`config.mk`:
```
export PLATFORM = sky130hd
export DESIGN_NAME = my_lin_interp_gate
export DESIGN_NICKNAME = d
export VERILOG_FILES = /design/src/rtl/my_lin_interp_gate.sv
export SDC_FILE = /design/constraint.sdc
export NUM_CORES = 1
export LEC_CHECK = 0
export CORE_UTILIZATION = 50
export DETAILED_ROUTE_END_ITERATION = 12
export PLACE_DENSITY = 0.7
export SLEW_MARGIN = 10
export SYNTH_ARGS = -nofsm -noshare
export SYNTH_HDL_FRONTEND = slang
export SYNTH_SLANG_ARGS = --single-unit
```
`constraint.sdc`:
```
create_clock -name clk -period 8.95 [get_ports clk]
set_input_delay 1.79 -clock clk [delete_from_list [all_inputs] [get_ports clk]]
set_output_delay 1.79 -clock clk [all_outputs]
set_load 0.1 [all_outputs]
```
`src/rtl/my_lin_interp_gate.sv`:
```
// ---------------------------------------------------------------------------
// my_lin_interp_gate
// Trigger-gated linear interpolator. Slow signed samples (din_vld) are held
// in a one-entry pending register; each fast trig advances an exact integer
// ramp from the previous sample (base) to the newest one (target) in RATIO
// steps. The ramp is accumulated as base*RATIO + phase*diff, so each segment
// lands exactly on its target and never drifts.
//
// Ports
//   clk       in   system clock
//   n_rst     in   asynchronous active-low reset
//   din_vld   in   one-cycle strobe, din valid
//   din       in   32-bit signed input sample (slow rate)
//   trig      in   one-cycle output step request (fast rate)
//   dout      out  32-bit signed interpolated output, registered
//   dout_vld  out  one-cycle pulse, dout updated this cycle
//   underrun  out  pulse: segment ended with no pending sample
//   overrun   out  pulse: din_vld overwrote an unconsumed pending sample
//   active    out  high while ramping (S_RUN)
//
// state   | meaning
// S_EMPTY | no sample seen yet, dout held at 0
// S_PRIME | one sample known, trig repeats it
// S_RUN   | ramping from base to target, one step per trig
// S_STALL | segment finished with nothing pending, dout holds target
// ---------------------------------------------------------------------------
module my_lin_interp_gate #(
    parameter int RATIO  = 4,
    parameter int LOG2_R = $clog2(RATIO),
    parameter int ACC_W  = 33 + LOG2_R + 1
) (
    input  logic        clk,
    input  logic        n_rst,
    input  logic        din_vld,
    input  logic [31:0] din,
    input  logic        trig,
    output logic [31:0] dout,
    output logic        dout_vld,
    output logic        underrun,
    output logic        overrun,
    output logic        active
);

    // RATIO=1 still needs a one-bit phase register to stay legal.
    localparam int              PH_W    = (LOG2_R > 0) ? LOG2_R : 1;
    localparam logic [PH_W-1:0] PH_LAST = PH_W'(RATIO - 1);

    typedef enum logic [1:0] {S_EMPTY, S_PRIME, S_RUN, S_STALL} state_t;

    state_t                   state, state_nxt;
    logic [31:0]              pend, pend_nxt;
    logic                     pend_full, pend_full_nxt;
    logic [31:0]              base, base_nxt;
    logic [31:0]              target, target_nxt;
    logic signed [32:0]       diff, diff_nxt;
    logic signed [ACC_W-1:0]  acc, acc_nxt;
    logic [PH_W-1:0]          phase, phase_nxt;
    logic [31:0]              dout_nxt;
    logic                     dout_vld_nxt, underrun_nxt, overrun_nxt;

    logic                     consume, start_seg, load_direct;
    logic [31:0]              seg_base;
    logic signed [ACC_W-1:0]  pend_ext, acc_step, acc_shr;

    always_comb begin
        state_nxt     = state;
        pend_nxt      = pend;
        pend_full_nxt = pend_full;
        base_nxt      = base;
        target_nxt    = target;
        diff_nxt      = diff;
        acc_nxt       = acc;
        phase_nxt     = phase;
        dout_nxt      = dout;
        dout_vld_nxt  = 1'b0;
        underrun_nxt  = 1'b0;
        overrun_nxt   = 1'b0;
        consume       = 1'b0;
        start_seg     = 1'b0;
        load_direct   = 1'b0;
        seg_base      = target;

        pend_ext = {{(ACC_W-32){pend[31]}}, pend};
        acc_step = acc + {{(ACC_W-33){diff[32]}}, diff};
        acc_shr  = acc_step >>> LOG2_R;

        case (state)
            S_EMPTY: begin
                if (pend_full) begin
                    base_nxt   = pend;
                    target_nxt = pend;
                    acc_nxt    = pend_ext <<< LOG2_R;
                    consume    = 1'b1;
                    state_nxt  = S_PRIME;
                end
            end
            S_PRIME: begin
                if (trig && pend_full) begin
                    if (RATIO == 1) load_direct = 1'b1;
                    else begin
                        start_seg = 1'b1;
                        seg_base  = base;
                        state_nxt = S_RUN;
                    end
                end else if (trig) begin
                    dout_nxt     = base;
                    dout_vld_nxt = 1'b1;
                end
            end
            S_RUN: begin
                if (trig) begin
                    if (RATIO == 1) begin
                        if (pend_full) load_direct = 1'b1;
                        else begin
                            dout_vld_nxt = 1'b1;
                            underrun_nxt = 1'b1;
                            state_nxt    = S_STALL;
                        end
                    end else begin
                        acc_nxt      = acc_step;
                        phase_nxt    = phase + PH_W'(1);
                        dout_nxt     = acc_shr[31:0];
                        dout_vld_nxt = 1'b1;
                        // Last step lands on target*RATIO, so dout is exact.
                        if (phase == PH_LAST) begin
                            if (pend_full) start_seg = 1'b1;
                            else begin
                                underrun_nxt = 1'b1;
                                state_nxt    = S_STALL;
                            end
                        end
                    end
                end
            end
            S_STALL: begin
                if (trig && pend_full) begin
                    if (RATIO == 1) load_direct = 1'b1;
                    else begin
                        start_seg = 1'b1;
                        state_nxt = S_RUN;
                    end
                end else if (trig) begin
                    dout_vld_nxt = 1'b1;
                end
            end
            default: state_nxt = S_EMPTY;
        endcase

        // acc already equals seg_base*RATIO whenever a segment starts, so
        // only the slope and phase need reloading.
        if (start_seg) begin
            base_nxt   = seg_base;
            target_nxt = pend;
            diff_nxt   = {pend[31], pend} - {seg_base[31], seg_base};
            phase_nxt  = '0;
            consume    = 1'b1;
        end

        if (load_direct) begin
            dout_nxt     = pend;
            dout_vld_nxt = 1'b1;
            base_nxt     = pend;
            target_nxt   = pend;
            acc_nxt      = pend_ext;
            consume      = 1'b1;
            state_nxt    = S_RUN;
        end

        // New sample wins; it only counts as overrun if the old one was
        // not consumed in this same cycle.
        if (din_vld) begin
            pend_nxt      = din;
            pend_full_nxt = 1'b1;
            overrun_nxt   = pend_full & ~consume;
        end else if (consume) begin
            pend_full_nxt = 1'b0;
        end
    end

    always_ff @(posedge clk or negedge n_rst) begin
        if (!n_rst) begin
            state     <= S_EMPTY;
            pend      <= '0;
            pend_full <= 1'b0;
            base      <= '0;
            target    <= '0;
            diff      <= '0;
            acc       <= '0;
            phase     <= '0;
            dout      <= '0;
            dout_vld  <= 1'b0;
            underrun  <= 1'b0;
            overrun   <= 1'b0;
        end else begin
            state     <= state_nxt;
            pend      <= pend_nxt;
            pend_full <= pend_full_nxt;
            base      <= base_nxt;
            target    <= target_nxt;
            diff      <= diff_nxt;
            acc       <= acc_nxt;
            phase     <= phase_nxt;
            dout      <= dout_nxt;
            dout_vld  <= dout_vld_nxt;
            underrun  <= underrun_nxt;
            overrun   <= overrun_nxt;
        end
    end

    assign active = (state == S_RUN);

endmodule

```
# Word level (Yosys, flattened, before mapping)

Index checks and enable logic that the tools add are counted.
W data, S select, Z words.

Register bits after elaboration: 205
Input port bits: 36
Output and inout port bits: 36
Word-level logic and storage cells: 82

Add/subtract/negate cells: 3
Equal/unequal tests: 11
Muxes and demuxes: 39
Bitwise gates (word level): 2
Reduce and logical (&&, ||, !) cells: 15

Operator list:

| cell                  | number |
|---|---|
| $mux W32              | 9 |
| $mux W36              | 2 |
| $pmux W36 S2          | 1 |
| $pmux W32 S2          | 1 |
| $add A36 B36 Y36      | 1 |
| $sub A32 B32 Y33      | 1 |
| $mux W2               | 8 |
| $mux W1               | 15 |
| $reduce_bool A2 Y1    | 7 |
| $ne A2 B2 Y1 const B  | 5 |
| $eq A2 B2 Y1 const B  | 3 |
| $pmux W2 S3           | 1 |
| $reduce_and A5 Y1     | 1 |
| $ne A2 B1 Y1 const B  | 2 |
| $pmux W1 S2           | 2 |
| $reduce_and A2 Y1     | 2 |
| $reduce_and A4 Y1     | 1 |
| $reduce_and A3 Y1     | 1 |
| $add A2 B1 Y2 const B | 1 |
| $eq A2 B1 Y1 const B  | 1 |
| $logic_not A2 Y1      | 1 |
| $reduce_or A2 Y1      | 1 |
| $and A1 B1 Y1         | 1 |
| $logic_and A1 B1 Y1   | 1 |
| $not A1 Y1            | 1 |

# Logic depth before layout (Yosys ltp)

Gate-level depths: netlist of the first run.

Word-level depth: 8
Depth in mapped cells: 20
Depth with buffers taken out: 15

# Worst setup path after synthesis of the first run

OpenSTA, ideal clock, no wires.

Path type: input to register
From: input trig
To: register diff[29]
Setup time: 0.126 ns
Data arrival time: 5.140 ns
Data required time: 8.824 ns
Path slack: 3.684 ns
Stages: 16
Buffers on the path: 4
Cell sequence: and4b_1 > buf_6 > buf_12 > buf_6 > buf_1 > mux2i_1 > ha_1 > nand2_1 > nor4_2 > nor3_2 > o41ai_1 > a211oi_1 > o32ai_2 > o31ai_2 > o21ai_2 > a311o_1

Cells in the longest elaborated chain, start to end: 4
Elaborated cells between the ends (all ways): 7
Those cells by class: 1 x add/sub; 5 x mux; 1 x reduce/logical

Ends and longest elaborated chain:

| element              | RTL line | RTL |
|---|---|---|
| start, declared      | 36       | `input logic trig,` |
| $logic_and A1 B1 Y1  | 98, 136  |  |
| $mux W32             | 98       | `if (trig && pend_full) begin` |
| $mux W32             | 87       | `case (state)` |
| $sub A32 B32 Y33     | 154      | `diff_nxt = {pend[31], pend} - {seg_base[31], seg_base};` |
| end signal, assigned | 200      | `diff <= diff_nxt;` |
| end, declared        | 55       | `logic signed [32:0] diff, diff_nxt;` |

Parallel ways exist; a longest one is shown, timed or not.
A chain may end at the register's enable or synchronous reset.

# Final worst setup path of the first run

Ends and elaborated chain as after synthesis.

==> metrics.md, run 1 <==
| Metric | Value |
|---|---|
| Final hold vios | `0` |
| Highest clock rate | `162.8 MHz` |
| Slew margin rel. | `29.73%` |
| Setup_tns | `0 ns` |
| Die Y | `156.8 um` |
| Hold-fix buffer count after cts | `0` |
| Synth Cell Area | `11980 um2` |
| Yosys cell types | `78` |
| Die X | `156.8 um` |
| TritonCTS clock tree | `done` |
| Seq/Total Area, Yosys | `42.42%` |
| CTS Buffer Depth | `3` |
| # fillers | `2052` |
| Total iterations of the first detailed-routing run | `5` |
| Ys async rst share | `100.0%` |
| Top delay family on crit path | `compound AO/OA/AOI/OAI gates` |
| Skew-Pair Late Insertion Delay | `approximately 0.52 ns` |
| Avg Synthesized Cell Area | `9.551 um2` |
| Footprint of the multi-input gates | `6535 um2` |
| Synthesized flop and latch total | `203` |
| Mean routed wirelength per cell | `~19 um` |
| Row count | `56` |
| Gate Count Post-Synth | `1254` |
| Min Tclk post-route | `6.141 ns` |
| Fin nets | `around 1400` |
| Crit path kind | `in2reg` |
| Vias in the first global route | `9460` |
| GRT overflow | `0` |
| Critical R2R Launch | `state[0]$_DFFE_PN0P_` |
| RSZ-0062 raised after global routing | `false` |
| Status | `finished clean` |
| Post-cts resize count | `0` |
| I/O Pins | `72` |
| Syn_nets | `1348` |
| Crit-path max cell delay | `1.01 ns` |
| Critical path launch point type | `primary input` |
| Port buffer count | `71` |
| Setup Viol. Count Final | `0` |
| Clock sink count | `203` |
| Worst Path Buf+Inv | `1` |
| Worst-path clk slew | `0.06 ns` |
| Placer congestion estimate | `a little over 0.9` |
| H-tree depth | `1` |
| Starting Density | `51.02%` |
| TritonCTS Buffers | `24` |
| Placed wire-length estimate | `between 20000 and 25000 um` |
| Arrival time worst endpoint | `about 6.6 ns` |
| GRT Total Usage | `26.52%` |
| Setup bufs post-CTS | `0` |
| CP required | `around 9.4 ns` |
| Synth area leader | `dfrtp_1` |
| Hold Startpoint | `dout[2]$_DFFE_PN0P_` |
| Share of cells above drive strength 1 | `around an eighth` |
| Worst hold path class | `reg2reg` |
| Antenna violations before repair | `0` |
| Synthesis-to-layout area growth | `14.51%` |
| Vias | `9769` |
| Max cap viols | `0` |
| Drt initial violations | `roughly 850` |
| Die ar. | `24580 um2` |
| Root buffer cell | `clkbuf_16` |
| Final ANT Viol Nets | `0` |
| Synth top cells by count | `dfrtp_1, nand2_1, a21oi_1` |
| Ratio of final minimum period to clock period | `68.62%` |
| Dominant cell by count in the synthesized netlist | `dfrtp_1` |
| Diodes inserted | `0` |
| YS warnings | `0` |
| Vias per cell | `~6.0` |
| Slowest cell on crit path | `and4b_2` |
| Cell chain of the critical path | `clkdlybuf4s50_1 > and4b_2 > mux2i_1 > ha_1 > nor2b_1 > o21ai_0 > nor3b_1 > o31ai_1 > a21oi_2 > o32ai_2 > o31ai_2 > o21ai_2 > nor4_1 > a311o_1` |
| DRC viols | `0` |
| Worst-path fanout max | `30` |
| Register Area | `5080 um2` |
| Post-synth EDFFs | `0` |
| Worst Setup SP | `trig` |
| Core box area | `approximately 23000 um2` |
| Commonest register cell after synthesis | `dfrtp_1` |
| Fin. max-slew vios | `0` |
| Post-Route WL | `31390 um` |
| Skew final | `~0.014 ns` |
| Top cells by area, synth | `dfrtp_1, ha_1, mux2_2` |
| Largest net degree at the start of global routing | `96` |
| First-pass GRT wire length | `51300 um` |
| Crit path capture type | `register` |
| Area share of the leading cell type in the synthesized netlist | `between 40% and 50%` |
| Worst slew pin tran | `approximately 1.1 ns` |
==> state kept, by name, summed over array words and instances (netlist names) <==
| register | cells |
|---|---|
| acc | 34 |
| base | 32 |
| diff | 33 |
| dout | 32 |
| dout_vld | 1 |
| overrun | 1 |
| pend | 32 |
| pend_full | 1 |
| phase | 2 |
| state | 2 |
| target | 32 |
| underrun | 1 |
==> through the flow <==
step                      instances  setup slack, ns  util (%)  area, um2  hold WS [ns]
after floorplan                1254            3.684         -      11980        0.4428
after detailed placement       1586            2.375     54.96      12900        0.4672
final                          1630            2.809     58.43      13710        0.4729
after CTS                      1630            2.899     58.43      13710        0.4803
after global routing           1630            2.603     58.43      13710        0.5058
after global placement         1586            2.516     54.96      12900        0.4544
==> layer usage <==
| layer | global-route usage (%) | share of wire (%) | routed length, um |
|---|---|---|---|
| met5 | 0 | 0 | 0 |
| met3 | 3.711 | 6.3 | 1965 |
| met2 | 40.83 | 44 | 13810 |
| met1 | 38.85 | 47 | 14900 |
| met4 | 7.190 | 2.3 | 711 |
==> placed cells by master, fill, tap and decap left out, drive strengths merged, types with 7 or more instances in the layout <==
| master | count |
|---|---|
| a21oi | 97 |
| o21bai | 10 |
| nor2 | 91 |
| o21ai | 109 |
| nand3 | 22 |
| and3 | 10 |
| mux2 | 62 |
| nand2b | 15 |
| clkinv | 7 |
| a21o | 41 |
| or2 | 7 |
| inv | 24 |
| ha | 56 |
| nor2b | 7 |
| a211oi | 10 |
| clkbuf | 33 |
| mux2i | 37 |
| o211ai | 9 |
| a31oi | 28 |
| xor2 | 21 |
| buf | 13 |
| a221o | 25 |
| dfrtp | 203 |
| nor3 | 16 |
| clkdlybuf4s50 | 69 |
| xnor2 | 43 |
| nand2 | 159 |
==> path summary, 6_finish.rpt <==
check / depth (start not counted) / slack (ns) / end
worst max-delay path: 14 / 2.81 / diff[29]$_DFFE_PN0P_
worst min-delay path: 2 / 0.47 / dout[2]$_DFFE_PN0P_
worst max register to register: 13 / 4.28 / diff[29]$_DFFE_PN0P_
worst min register to register: 2 / 0.47 / dout[2]$_DFFE_PN0P_
max in group asynchronous: 2 / 6.32 / base[11]$_DFFE_PN0P_
min in group asynchronous: 1 / 1.36 / dout[27]$_DFFE_PN0P_
==> final cells by class <==
type / count / share of cell area, %
Multi-Input combinational cell: 958 / 47.65
Sequential cell: 203 / 37.04
Timing Repair Buffer: 83 / 5.830
Clock buffer: 32 / 5.045
Tap cell: 319 / 2.910
Clock inverter: 12 / 0.8941
Inverter: 23 / 0.6295
==> logic make-up after synthesis <==
kind of cell / share of synthesized area, %
flops: 42.42
mux: 9.225
xor+xnor: 4.868
fa+ha+maj: 6.529
simple gates: 13.29
buf+inv: 3.218
compound gates: 20.46
==> worst min-delay path, stage by stage, from the launching register on <==
cell and delay [ns]:
dfrtp_1 0.34, nand2_1 0.04, o21ai_0 0.05
Power of run 1 is not shown: default switching activity piles up to over one toggle a cycle in this logic, so the estimate is an artifact.
==> run 2, diff against run 1 <==
Clock period 8.95 ns to 6.3 ns, I/O delays scaled along.
==> metrics.md, run 2 (synthesized netlist as in run 1, its figures left out) <==
| Metric | Value |
|---|---|
| Status | `finished clean` |
| Skew final | `0.01077 ns (-0.002988 ns)` |
| Drt initial violations | `900 (+5.5%)` |
| Setup Viol. Count Final | `0 (unchanged)` |
| Setup_tns | `0 ns (unchanged)` |
| Fin. max-slew vios | `0 (unchanged)` |
| Slowest cell on crit path | `and4b_2` |
| Ratio of final minimum period to clock period | `80.88%` |
| Final ANT Viol Nets | `0 (unchanged)` |
| TritonCTS clock tree | `done` |
| Row count | `56 (unchanged)` |
| Vias | `9734 (-0.36%)` |
| Final hold vios | `0 (unchanged)` |
| Worst-path fanout max | `16 (-47%)` |
| Total iterations of the first detailed-routing run | `6 (+1)` |
| Most common cell after layout, fill and taps aside | `dfrtp_1` |
| Root buffer cell | `clkbuf_16` |
| Post-cts resize count | `0 (unchanged)` |
| Mean routed wirelength per cell | `19.28 um (+0.15%)` |
| First-pass GRT wire length | `51310 um (about the same)` |
| Cell chain of the critical path | `clkdlybuf4s50_1 > and4b_2 > buf_4 > mux2i_1 > ha_1 > o21ai_0 > nor3b_1 > o31ai_1 > a21oi_2 > o32ai_2 > o31ai_2 > o21ai_2 > nor4_1 > a311o_1` |
| Setup bufs post-CTS | `0 (unchanged)` |
| I/O Pins | `72 (unchanged)` |
| Placer congestion estimate | `0.9163 (-1.7%)` |
| Largest net degree at the start of global routing | `127 (+32%)` |
| Share of cells above drive strength 1 | `12.09% (+0.19 points)` |
| Critical R2R Launch | `state[0]$_DFFE_PN0P_` |
| CTS Buffer Depth | `3 (unchanged)` |
| Port buffer count | `71 (unchanged)` |
| Most frequent cells in the layout | `dfrtp_1, nand2_1, a21oi_1, o21ai_0, nor2_1` |
| CP required | `6.70 ns (-2.66 ns)` |
| Core box area | `23470 um2 (unchanged)` |
| Largest registers | `acc: 34 flops, diff: 33 flops` |
| Vias per cell | `5.957 (-0.60%)` |
| Crit path capture type | `register` |
| Worst hold path class | `reg2reg` |
| Top reg by flops | `acc` |
| Starting Density | `51.02% (unchanged)` |
| Post-Route WL | `31510 um (+0.40%)` |
| DRC viols | `0 (unchanged)` |
| Crit path kind | `in2reg` |
| TritonCTS Buffers | `24 (unchanged)` |
| Hold_ws | `0.4752 ns (+0.002300 ns)` |
| Vias in the first global route | `9422 (-0.40%)` |
| Synthesis-to-layout area growth | `15.56%` |
| # fillers | `2064 (+0.58%)` |
| Finished Core Util | `58.96% (+0.53 points)` |
| H-tree depth | `1 (unchanged)` |
| Worst-path clk slew | `0.06 ns (about the same)` |
| Hold Startpoint | `acc[0]$_DFFE_PN0P_` |
| Skew-Pair Late Insertion Delay | `0.52 ns (about the same)` |
| Worst Setup SP | `trig` |
| GRT overflow | `0 (unchanged)` |
| Min Tclk post-route | `5.095 ns` |
| Highest clock rate | `196.3 MHz` |
| Critical path launch point type | `primary input` |
| Die X | `156.8 um (unchanged)` |
| Crit-path max cell delay | `0.68 ns (-0.33 ns)` |
| Arrival time worst endpoint | `5.50 ns (-1.05 ns)` |
| Clock sink count | `203 (unchanged)` |
| Worst slew pin tran | `1.045 ns (-0.009060 ns)` |
| Max reg flops | `34 (unchanged)` |
| Placed wire-length estimate | `21240 um (+1.2%)` |
| Max cap viols | `0 (unchanged)` |
| Die Y | `156.8 um (unchanged)` |
| Slew margin rel. | `30.33% (+0.60 points)` |
| RSZ-0062 raised after global routing | `false` |
| Diodes inserted | `0 (unchanged)` |
| GRT Total Usage | `26.58% (+0.058 points)` |
| Fin nets | `1391 (+0.29%)` |
| Hold-fix buffer count after cts | `0 (unchanged)` |
| Placed insts | `1590 (+0.25%)` |
| Die ar. | `24580 um2 (unchanged)` |
| Antenna violations before repair | `0 (unchanged)` |
| Non-filler cells, final | `1634 (+0.25%)` |
run 2: cell count changes in the layout (fill, tap and decap cells not counted):
| cell | delta |
|---|---|
| clkinv_2 | -4 |
| clkbuf_1 | +1 |
| buf_4 | +4 |
| clkinv_4 | -1 |
| bufinv_16 | +4 |
run 2: path summary, 6_finish.rpt:
kind / endpoint / slack (ns) / cells past startpoint
hold / removal: acc[0]$_DFFE_PN0P_ / 0.48 / 2
setup reg to reg: diff[29]$_DFFE_PN0P_ / 1.84 / 13
max in group asynchronous: base[10]$_DFFE_PN0P_ / 4.15 / 2
min in group asynchronous: dout[29]$_DFFE_PN0P_ / 0.91 / 1
hold reg to reg: acc[0]$_DFFE_PN0P_ / 0.48 / 2
setup / recovery: diff[29]$_DFFE_PN0P_ / 1.20 / 14
run 2: worst max-delay path: cells and delay by family:
kind | cells | cell delay, ns
AOI/OAI and AO/OA | 7 | 1.95
and+or+nand+nor | 3 | 0.89
buffers and inverters | 2 | 0.89
adders and majority gates | 1 | 0.34
muxes | 1 | 0.15
run 2: cell type report:
| cell class | instances | area, um2 | area share [%] |
|---|---|---|---|
| clock inverters | 11 | 214.0 | 1.546 |
| clock buffers | 33 | 695.7 | 5.027 |
| repair buffers | 87 | 829.5 | 5.994 |
| inverters | 23 | 86.33 | 0.6238 |
| multi-input cells | 958 | 6535 | 47.22 |
| well taps | 319 | 399.1 | 2.884 |
| flip-flops and latches | 203 | 5080 | 36.71 |
run 2: through the flow:
stage               setup WS, ns  area [um2]
floorplan                  1.564       11980
global placement          0.7842       12930
detailed placement        0.7357       12930
CTS                        1.266       13840
global route               1.021       13840
finish                     1.205       13840
run 2: per-layer routing:
metal  wire length [um]  up-vias  global-route usage [%]
met5                  0        -                       0
met4                591        0                   6.209
met3               1837       45                   3.462
met2              14030      306                   41.35
met1              15050     4755                   39.08
li1                   -     4628                       -
Power of run 2 is left out for the same reason.
==> run 3, diff against run 2 <==
Settings changed: PLACE_DENSITY 0.7 to 0.73.
Clock period 6.3 ns to 4.4 ns, I/O delays scaled along.
==> metrics.md, run 3 (synthesized netlist as in run 1, its figures left out) <==
| Metric | Value |
|---|---|
| Fin. max-slew vios | `0 (unchanged)` |
| Arrival time worst endpoint | `4.52 ns (-0.98 ns)` |
| Vias per cell | `5.973 (+0.27%)` |
| Placer congestion estimate | `0.9690 (+5.8%)` |
| Drt initial violations | `648 (-28%)` |
| Critical path launch point type | `primary input` |
| Crit path capture type | `register` |
| Vias | `9963 (+2.4%)` |
| Min Tclk post-route | `4.115 ns` |
| Max reg flops | `34 (unchanged)` |
| # fillers | `2016 (-2.3%)` |
| Slew margin rel. | `33.98% (+3.6 points)` |
| Crit-path max cell delay | `0.50 ns (-0.18 ns)` |
| Highest clock rate | `243.0 MHz` |
| TritonCTS Buffers | `24 (unchanged)` |
| Row count | `56 (unchanged)` |
| First-pass GRT wire length | `52540 um (+2.4%)` |
| Worst slew pin tran | `0.9873 ns (-0.05777 ns)` |
| Hold_ws | `0.3983 ns (-0.07693 ns)` |
| I/O Pins | `72 (unchanged)` |
| Worst Setup SP | `trig` |
| Largest registers | `acc: 34 flops, diff: 33 flops` |
| Non-filler cells, final | `1668 (+2.1%)` |
| Setup bufs post-CTS | `0 (unchanged)` |
| Post-Route WL | `32640 um (+3.6%)` |
| Top reg by flops | `acc` |
| H-tree depth | `1 (unchanged)` |
| GRT overflow | `0 (unchanged)` |
| Status | `finished clean` |
| Hold-fix buffer count after cts | `0 (unchanged)` |
| Largest net degree at the start of global routing | `85 (-33%)` |
| Placed wire-length estimate | `22910 um (+7.9%)` |
| Final ANT Viol Nets | `0 (unchanged)` |
| Worst-path clk slew | `0.06 ns (about the same)` |
| Worst-path fanout max | `9 (-7)` |
| Mean routed wirelength per cell | `19.57 um (+1.5%)` |
| Worst hold path class | `in2async` |
| TritonCTS clock tree | `done` |
| GRT Total Usage | `27.52% (+0.95 points)` |
| Final hold vios | `0 (unchanged)` |
| Crit path kind | `in2reg` |
| Vias in the first global route | `9687 (+2.8%)` |
| Antenna violations before repair | `0 (unchanged)` |
| Die Y | `156.8 um (unchanged)` |
| Setup Viol. Count Final | `0 (unchanged)` |
| Skew final | `0.01765 ns (+0.006874 ns)` |
| Share of cells above drive strength 1 | `14.53% (+2.4 points)` |
| DRC viols | `0 (unchanged)` |
| Starting Density | `51.02% (unchanged)` |
| Critical R2R Launch | `diff[0]$_DFFE_PN0P_` |
| CP required | `4.81 ns (-1.89 ns)` |
| Post-cts resize count | `0 (unchanged)` |
| Most frequent cells in the layout | `dfrtp_1, nand2_1, a21oi_1, o21ai_0, nor2_1` |
| Placed insts | `1624 (+2.1%)` |
| Die X | `156.8 um (unchanged)` |
| Max cap viols | `0 (unchanged)` |
| Skew-Pair Late Insertion Delay | `0.54 ns (+0.02 ns)` |
| Root buffer cell | `clkbuf_16` |
| Slowest cell on crit path | `clkdlybuf4s50_1` |
| CTS Buffer Depth | `3 (unchanged)` |
| Ratio of final minimum period to clock period | `93.52%` |
| Most common cell after layout, fill and taps aside | `dfrtp_1` |
| Cell chain of the critical path | `clkdlybuf4s50_1 > and4b_2 > mux2i_1 > ha_1 > nor2b_1 > o21ai_0 > nor3b_1 > o31ai_1 > a21oi_2 > o32ai_2 > o31ai_2 > o21ai_2 > nor4_1 > a311o_1` |
| Core box area | `23470 um2 (unchanged)` |
| Port buffer count | `71 (unchanged)` |
| Total iterations of the first detailed-routing run | `6 (unchanged)` |
| Die ar. | `24580 um2 (unchanged)` |
| Diodes inserted | `0 (unchanged)` |
| Clock sink count | `203 (unchanged)` |
| Synthesis-to-layout area growth | `17.85%` |
| RSZ-0062 raised after global routing | `false` |
| Fin nets | `1425 (+2.4%)` |
[run 3: area by class of cell]
type                       instances  area (um2)  share of cell area, %
clock buffer                      28       646.9                  4.583
clock inverter                    16       255.2                  1.808
inverter                          23       86.33                 0.6116
multi-input combinational        958        6528                  46.25
sequential                       203        5080                  35.99
tap                              319       399.1                  2.828
timing repair buffer             121        1120                  7.934
[run 3: per-stage QoR]
stage,area (um2),setup WS [ns],utilization (%),TNS (ns)
final,14110,0.2853,60.13,0
after global routing,14110,0.06760,60.13,0
after CTS,14110,0.3391,60.13,0
after detailed placement,13210,-0.1854,56.29,-1.360
after global placement,13210,-0.1014,56.29,-0.4494
after floorplan,11980,0.04408,-,0
[run 3: path summary, 6_finish.rpt]
path	endpoint	slack, ns	cells after the start
max	diff[29]$_DFFE_PN0P_	0.29	14
min	base[26]$_DFFE_PN0P_	0.40	1
max reg2reg	acc[28]$_DFFE_PN0P_	0.36	12
min reg2reg	acc[16]$_DFFE_PN0P_	0.47	2
max in group asynchronous	acc[16]$_DFFE_PN0P_	3.15	2
min in group clk	acc[16]$_DFFE_PN0P_	0.47	2
[run 3: metal layers]
metal | wire [um] | vias to the layer above | GRT usage [%] | part of all wire [%]
met5 | 0 | - | 0 | 0
met4 | 698 | 0 | 7.703 | 2.1
met3 | 2567 | 50 | 5.539 | 7.9
met2 | 14900 | 339 | 44.15 | 46
met1 | 14480 | 4887 | 37.65 | 44
li1 | - | 4687 | - | -
[run 3: worst max-delay path, delay by kind of cell]
family                   cells  cell delay [ns]
AO/OA/AOI/OAI                7             1.82
adder cells (fa/ha/maj)      1             0.16
buffers and inverters        1             0.50
multiplexers                 1             0.33
AND/OR/NAND/NOR              4             0.81
Power of run 3 is left out for the same reason.
